**config.mk**
```make
export PLATFORM = sky130hd
export DESIGN_NAME = data_mux_n_1_flat
export DESIGN_NICKNAME = d
export VERILOG_FILES = /design/src/rtl/data_mux_n_1_if.sv /design/src/rtl/data_mux_n_1.sv /design/src/flat_wrapper.sv
export SDC_FILE = /design/constraint.sdc
export NUM_CORES = 1
export LEC_CHECK = 0
export ABC_AREA = 1
export CAP_MARGIN = 15
export CELL_PAD_IN_SITES_DETAIL_PLACEMENT = 0
export CELL_PAD_IN_SITES_GLOBAL_PLACEMENT = 2
export CORE_MARGIN = 4
export CORE_UTILIZATION = 19
export DETAILED_ROUTE_END_ITERATION = 12
export HOLD_SLACK_MARGIN = 0.08
export PLACE_DENSITY = 0.89
export REMOVE_ABC_BUFFERS = 1
export SYNTH_ARGS = -nofsm -noshare
export SYNTH_HDL_FRONTEND = slang
export SYNTH_SLANG_ARGS = --single-unit
```
**constraint.sdc**
```tcl
create_clock -name clk -period 2.3 [get_ports clk]
set_input_delay 0.345 -clock clk [delete_from_list [all_inputs] [get_ports clk]]
set_output_delay 0.345 -clock clk [all_outputs]
set_load 0.02 [all_outputs]
```
**src/rtl/data_mux_n_1_if.sv**
```systemverilog
// data_mux_n_1_if
// Handshake bundle for the registered N:1 data multiplexer.
//   in_data   : packed channel words, channel k in bits [k*DATA_WL-1 -: DATA_WL]
//   in_valid  : per-channel valid (bit k-1 = channel k)
//   in_ready  : per-channel ready, one-hot or zero
//   sel       : direct-mode channel code, 0 = none
//   mode      : 0 = direct, 1 = round-robin
//   out_data  : registered selected word
//   out_valid : out_data holds an untaken word
//   out_ready : consumer accepts the word
//   out_src   : channel code of the word in out_data
// master = producer/consumer side, slave = multiplexer side.
interface data_mux_n_1_if #(
    parameter int DATA_WL = 16,
    parameter int N_IN    = 3,
    parameter int SEL_WL  = $clog2(N_IN + 1)
);
    logic [N_IN*DATA_WL-1:0] in_data;
    logic [N_IN-1:0]         in_valid;
    logic [N_IN-1:0]         in_ready;
    logic [SEL_WL-1:0]       sel;
    logic                    mode;
    logic [DATA_WL-1:0]      out_data;
    logic                    out_valid;
    logic                    out_ready;
    logic [SEL_WL-1:0]       out_src;

    modport master (
        output in_data, in_valid, sel, mode, out_ready,
        input  in_ready, out_data, out_valid, out_src
    );

    modport slave (
        input  in_data, in_valid, sel, mode, out_ready,
        output in_ready, out_data, out_valid, out_src
    );
endinterface

```
**src/rtl/data_mux_n_1.sv**
```systemverilog
// data_mux_n_1
// Registered N:1 multiplexer with valid/ready on every input channel and on
// the output. Direct mode picks the channel named by sel; round-robin mode
// arbitrates among valid channels starting after the last granted one.
// Ports:
//   clk : clock, rising edge
//   rst : asynchronous, active-high reset
//   bus : data_mux_n_1_if.slave (channel inputs, sel/mode, registered output)
module data_mux_n_1 #(
    parameter int DATA_WL = 16,
    parameter int N_IN    = 3
) (
    input  logic           clk,
    input  logic           rst,
    data_mux_n_1_if.slave  bus
);
    localparam int SEL_WL = $clog2(N_IN + 1);

    logic [DATA_WL-1:0] out_data_q;
    logic               out_valid_q;
    logic [SEL_WL-1:0]  out_src_q;
    logic [SEL_WL-1:0]  rr_ptr;

    logic [SEL_WL-1:0]  gnt;
    logic [SEL_WL-1:0]  gnt_direct;
    logic [SEL_WL-1:0]  gnt_above;
    logic [SEL_WL-1:0]  gnt_lowest;
    logic [DATA_WL-1:0] gnt_word;
    logic [N_IN-1:0]    ready;
    logic               space;
    logic               xfer_in;

    assign space   = !out_valid_q || bus.out_ready;
    assign xfer_in = (gnt != '0) && space && !rst;

    // Round-robin: the lowest valid channel above rr_ptr wins; if none lies
    // above the pointer, wrap to the lowest valid channel overall.
    always_comb begin
        gnt_direct = '0;
        gnt_above  = '0;
        gnt_lowest = '0;
        for (int k = N_IN; k >= 1; k--) begin
            if (bus.in_valid[k-1]) begin
                gnt_lowest = SEL_WL'(k);
                if (SEL_WL'(k) > rr_ptr) begin
                    gnt_above = SEL_WL'(k);
                end
                if (bus.sel == SEL_WL'(k)) begin
                    gnt_direct = SEL_WL'(k);
                end
            end
        end
        if (bus.mode) begin
            gnt = (gnt_above != '0) ? gnt_above : gnt_lowest;
        end else begin
            gnt = gnt_direct;
        end
    end

    always_comb begin
        gnt_word = '0;
        ready    = '0;
        for (int k = 1; k <= N_IN; k++) begin
            if (gnt == SEL_WL'(k)) begin
                gnt_word   = bus.in_data[(k-1)*DATA_WL +: DATA_WL];
                ready[k-1] = space && !rst;
            end
        end
    end

    always_ff @(posedge clk or posedge rst) begin
        if (rst) begin
            out_data_q  <= '0;
            out_valid_q <= 1'b0;
            out_src_q   <= '0;
            rr_ptr      <= SEL_WL'(N_IN);
        end else if (xfer_in) begin
            // Also covers the simultaneous in/out case: word replaced in place.
            out_data_q  <= gnt_word;
            out_src_q   <= gnt;
            out_valid_q <= 1'b1;
            rr_ptr      <= gnt;
        end else if (out_valid_q && bus.out_ready) begin
            out_valid_q <= 1'b0;
        end
    end

    assign bus.in_ready  = ready;
    assign bus.out_data  = out_data_q;
    assign bus.out_valid = out_valid_q;
    assign bus.out_src   = out_src_q;
endmodule
```
**src/flat_wrapper.sv**
```systemverilog
// flat-port wrapper written by rule: the top's interface ports become plain ports
module data_mux_n_1_flat 
#(
    parameter int DATA_WL = 16,
    parameter int N_IN    = 3
)
  (clk, rst, bus_in_data, bus_in_valid, bus_sel, bus_mode, bus_out_ready, bus_in_ready, bus_out_data, bus_out_valid, bus_out_src);
  data_mux_n_1_if #(.DATA_WL(DATA_WL), .N_IN(N_IN)) bus_i ();
  input  logic clk;
  input  logic rst;
  input wire logic [$bits(bus_i.in_data)-1:0] bus_in_data;
  input wire logic [$bits(bus_i.in_valid)-1:0] bus_in_valid;
  input wire logic [$bits(bus_i.sel)-1:0] bus_sel;
  input wire logic [$bits(bus_i.mode)-1:0] bus_mode;
  input wire logic [$bits(bus_i.out_ready)-1:0] bus_out_ready;
  output wire logic [$bits(bus_i.in_ready)-1:0] bus_in_ready;
  output wire logic [$bits(bus_i.out_data)-1:0] bus_out_data;
  output wire logic [$bits(bus_i.out_valid)-1:0] bus_out_valid;
  output wire logic [$bits(bus_i.out_src)-1:0] bus_out_src;
  assign bus_i.in_data = bus_in_data;
  assign bus_i.in_valid = bus_in_valid;
  assign bus_i.sel = bus_sel;
  assign bus_i.mode = bus_mode;
  assign bus_i.out_ready = bus_out_ready;
  assign bus_in_ready = bus_i.in_ready;
  assign bus_out_data = bus_i.out_data;
  assign bus_out_valid = bus_i.out_valid;
  assign bus_out_src = bus_i.out_src;
  data_mux_n_1 #(.DATA_WL(DATA_WL), .N_IN(N_IN)) u_core (.clk(clk), .rst(rst), .bus(bus_i));
endmodule
```
==> metrics.txt <==
post-synth cell types 19; register area share after synthesis 33.3%; TritonRoute pass-1 iters 4; total power 2.19 mW; RSZ-0062 raised after global routing no; GR Overflow Total 0; Slowest Stage Delay on Critical Path 0.55 ns; Worst R2R Start u_core.rr_ptr[1]$_DFFE_PP1P_; Final ANT Viol Nets 0; antenna violations before repair 0; Clock transition at path regs 0.08 ns; Startpoint Class input port; Worst Path Arrival 1.79 ns; Final min period 2.14 ns; fin crit share 92.9%; # setup viols final 0; Syn Area/Cell 6.14 um^2; Post-Synthesis Cell Area 1580 um^2; CTS tree yes; Yosys warnings 0; clk buf depth 2; global-route wire length before repair about 8.3 mm; total track usage 10.4%; fmax 0.468 GHz; vias in the first global route 1722; Setup crit end kind output port; slowest CP cell clkdlybuf4s50_1; Min Hold Slack between 0.4 and 0.5 ns; IO Port Bufs 78; final hold vios 0; H-tree depth 1; post-route DRC violation count 0; Die ar. just under 10000 um^2; Area growth, synth to finish 63.9%; Placeable Area 8180 um^2; CTS sink count 21; post-synthesis register bit count 21; Worst-Margin Slew 0.295 ns; vias per inst 3.84; GPL Wtd Cong 0.820; skew final around 0.0018 ns; Post-Syn Instances 258; Die X 99.3 um; 1st-iter DRT viols 39; std cell rows 33; layout cell share with drive strength beyond 1 10.6%; PwrDens roughly 840 nW/um^2; HP Class input port to asynchronous set/reset pin; peak ir drop on the vdd network ~0.00024 V; crit-path max FO 5; Top Ports 79; via count ~1700; Worst path most repeated cell nand2_2; Critical Path RT 1.96 ns; crit path launch bus_in_valid[2]; nets roughly 400; headroom to the max-slew limit 80.3%; WS Path Type input port to output port; detailed-route wire length per cell 11.3 um; Worst path top cell family by delay buffers and inverters; final slew viol count 0; DP HPWL 3.69 mm; Initial Util 19.4%; MaxCap Viol Count 0; Num CTS Buffers 3; status complete, no violations; LEAKAGE 1.37 nW; final wirelength 5.04 mm; CP Cell Sequence clkdlybuf4s50_1 -> nand2_1 -> o21ai_1 -> nand3_1 -> nand2_2 -> nand2_2 -> nor2_1 -> clkdlybuf4s15_1; Die Height roughly 99 um; Post-CTS Setup Inserts 0; worst skew pair latency 0.26 ns; # diodes 0; largest net degree at the start of global routing 47; Buffers & Inverters on Critical Path 2; Root Driver clkbuf_8
-- report_power, final --
group          leakage [nW]  total [mW]  internal [mW]  switching, mW
Sequential            0.260       0.647          0.548         0.0993
Combinational          1.08        1.29          0.609          0.679
Clock                0.0255       0.252          0.121          0.131
-- registers in the layout, indices dropped and copies added (netlist names) --
register	cells
u_core.bus.out_data	16
u_core.bus.out_src	2
u_core.rr_ptr	2
u_core.bus.out_valid	1
-- cell type report --
type,count,area [um^2]
Clock buffer,3,41.3
Inverter,45,169
Sequential cell,21,528
Multi-Input combinational cell,180,781
Clock inverter,1,5.00
Timing Repair Buffer,91,941
Tap cell,105,131
Fill cell,922,5580
-- worst register-to-register path, delay by kind of cell, from the launching register on --
family          cells  cell delay (ns)
flops               1             0.55
compound gates      1             0.08
simple gates        8             0.58
buf+inv             3             0.53
-- cell usage in the layout (no fill, tap or decap), types with 2 or more instances in the layout --
cell type,Yosys,final
nand2_1,110,110
clkdlybuf4s50_1,0,75
inv_1,42,42
nor2_1,23,23
dfrtp_1,19,19
nand3_1,18,18
a21oi_1,11,11
buf_4,2,8
a21oi_2,6,6
buf_12,0,5
nand2_2,4,4
inv_2,3,3
o21ai_0,3,3
clkbuf_8,0,3
o21ai_1,2,2
dfstp_2,2,2
-- worst paths after layout --
path	cells after the start	to	slack, ns
min in group clk	2	u_core.bus.out_src[1]$_DFFE_PP0P_	0.48
max in group asynchronous	3	u_core.rr_ptr[0]$_DFFE_PP1P_	1.56
min	3	u_core.bus.out_valid$_DFFE_PP0P_	0.45
max reg2reg	12	u_core.bus.out_data[14]$_DFFE_PP0P_	0.52
max	8	bus_in_ready[1]	0.16
min reg2reg	2	u_core.bus.out_src[1]$_DFFE_PP0P_	0.48
-- per-layer routing --
| metal | vias up | GRT usage [%] | wire (um) |
|---|---|---|---|
| li1 | 929 | - | - |
| met2 | 42 | 17.9 | 2420 |
| met5 | - | 0 | 0 |
| met4 | 0 | 1.89 | 0 |
| met1 | 740 | 13.2 | 2320 |
| met3 | 0 | 2.59 | 301 |
-- cells by family after synthesis --
group / share of synthesized area, %
buffers and inverters: 17.4
AOI/OAI and AO/OA: 9.16
and+or+nand+nor: 40.1
DFF: 33.3
-- what timing repair did --
item	4_1_cts	5_1_grt
resized for setup	2	6
hold buffers	0	0
setup endpoints to repair	2	1
-- cells in the mapped netlist --
| master | instances | area, um^2 |
|---|---|---|
| nand3_2 | 1 | 10.0 |
| buf_4 | 2 | 15.0 |
| nand3_1 | 18 | 90.1 |
| a21oi_1 | 11 | 55.1 |
| o211ai_2 | 1 | 12.5 |
| dfstp_2 | 2 | 52.6 |
| inv_1 | 42 | 158 |
| o21ai_0 | 3 | 15.0 |
| inv_2 | 3 | 11.3 |
| buf_8 | 1 | 15.0 |
| buf_2 | 4 | 20.0 |
| nand2_1 | 110 | 413 |
| buf_6 | 5 | 56.3 |
| nor2_1 | 23 | 86.3 |
| dfrtp_1 | 19 | 475 |
| o21ai_1 | 2 | 10.0 |
| nand2_2 | 4 | 25.0 |
| a21oi_2 | 6 | 52.6 |
| nand2_4 | 1 | 11.3 |
-- through the flow --
| stage | instances | setup WS, ns | util (%) | TNS [ns] | cell area (um^2) |
|---|---|---|---|---|---|
| 2_1_floorplan | 246 | -0.0338 | - | -0.0338 | 1480 |
| 3_3_place_gp | 442 | -0.0637 | 31.0 | -0.118 | 2530 |
| 3_5_place_dp | 442 | -0.106 | 31.0 | -0.170 | 2530 |
| 4_1_cts | 446 | 0.00206 | 31.5 | 0 | 2580 |
| 5_1_grt | 446 | 0.0322 | 31.8 | 0 | 2600 |
| 6_report | 446 | 0.164 | 31.8 | 0 | 2600 |
Power figures use the tool's default switching activity.
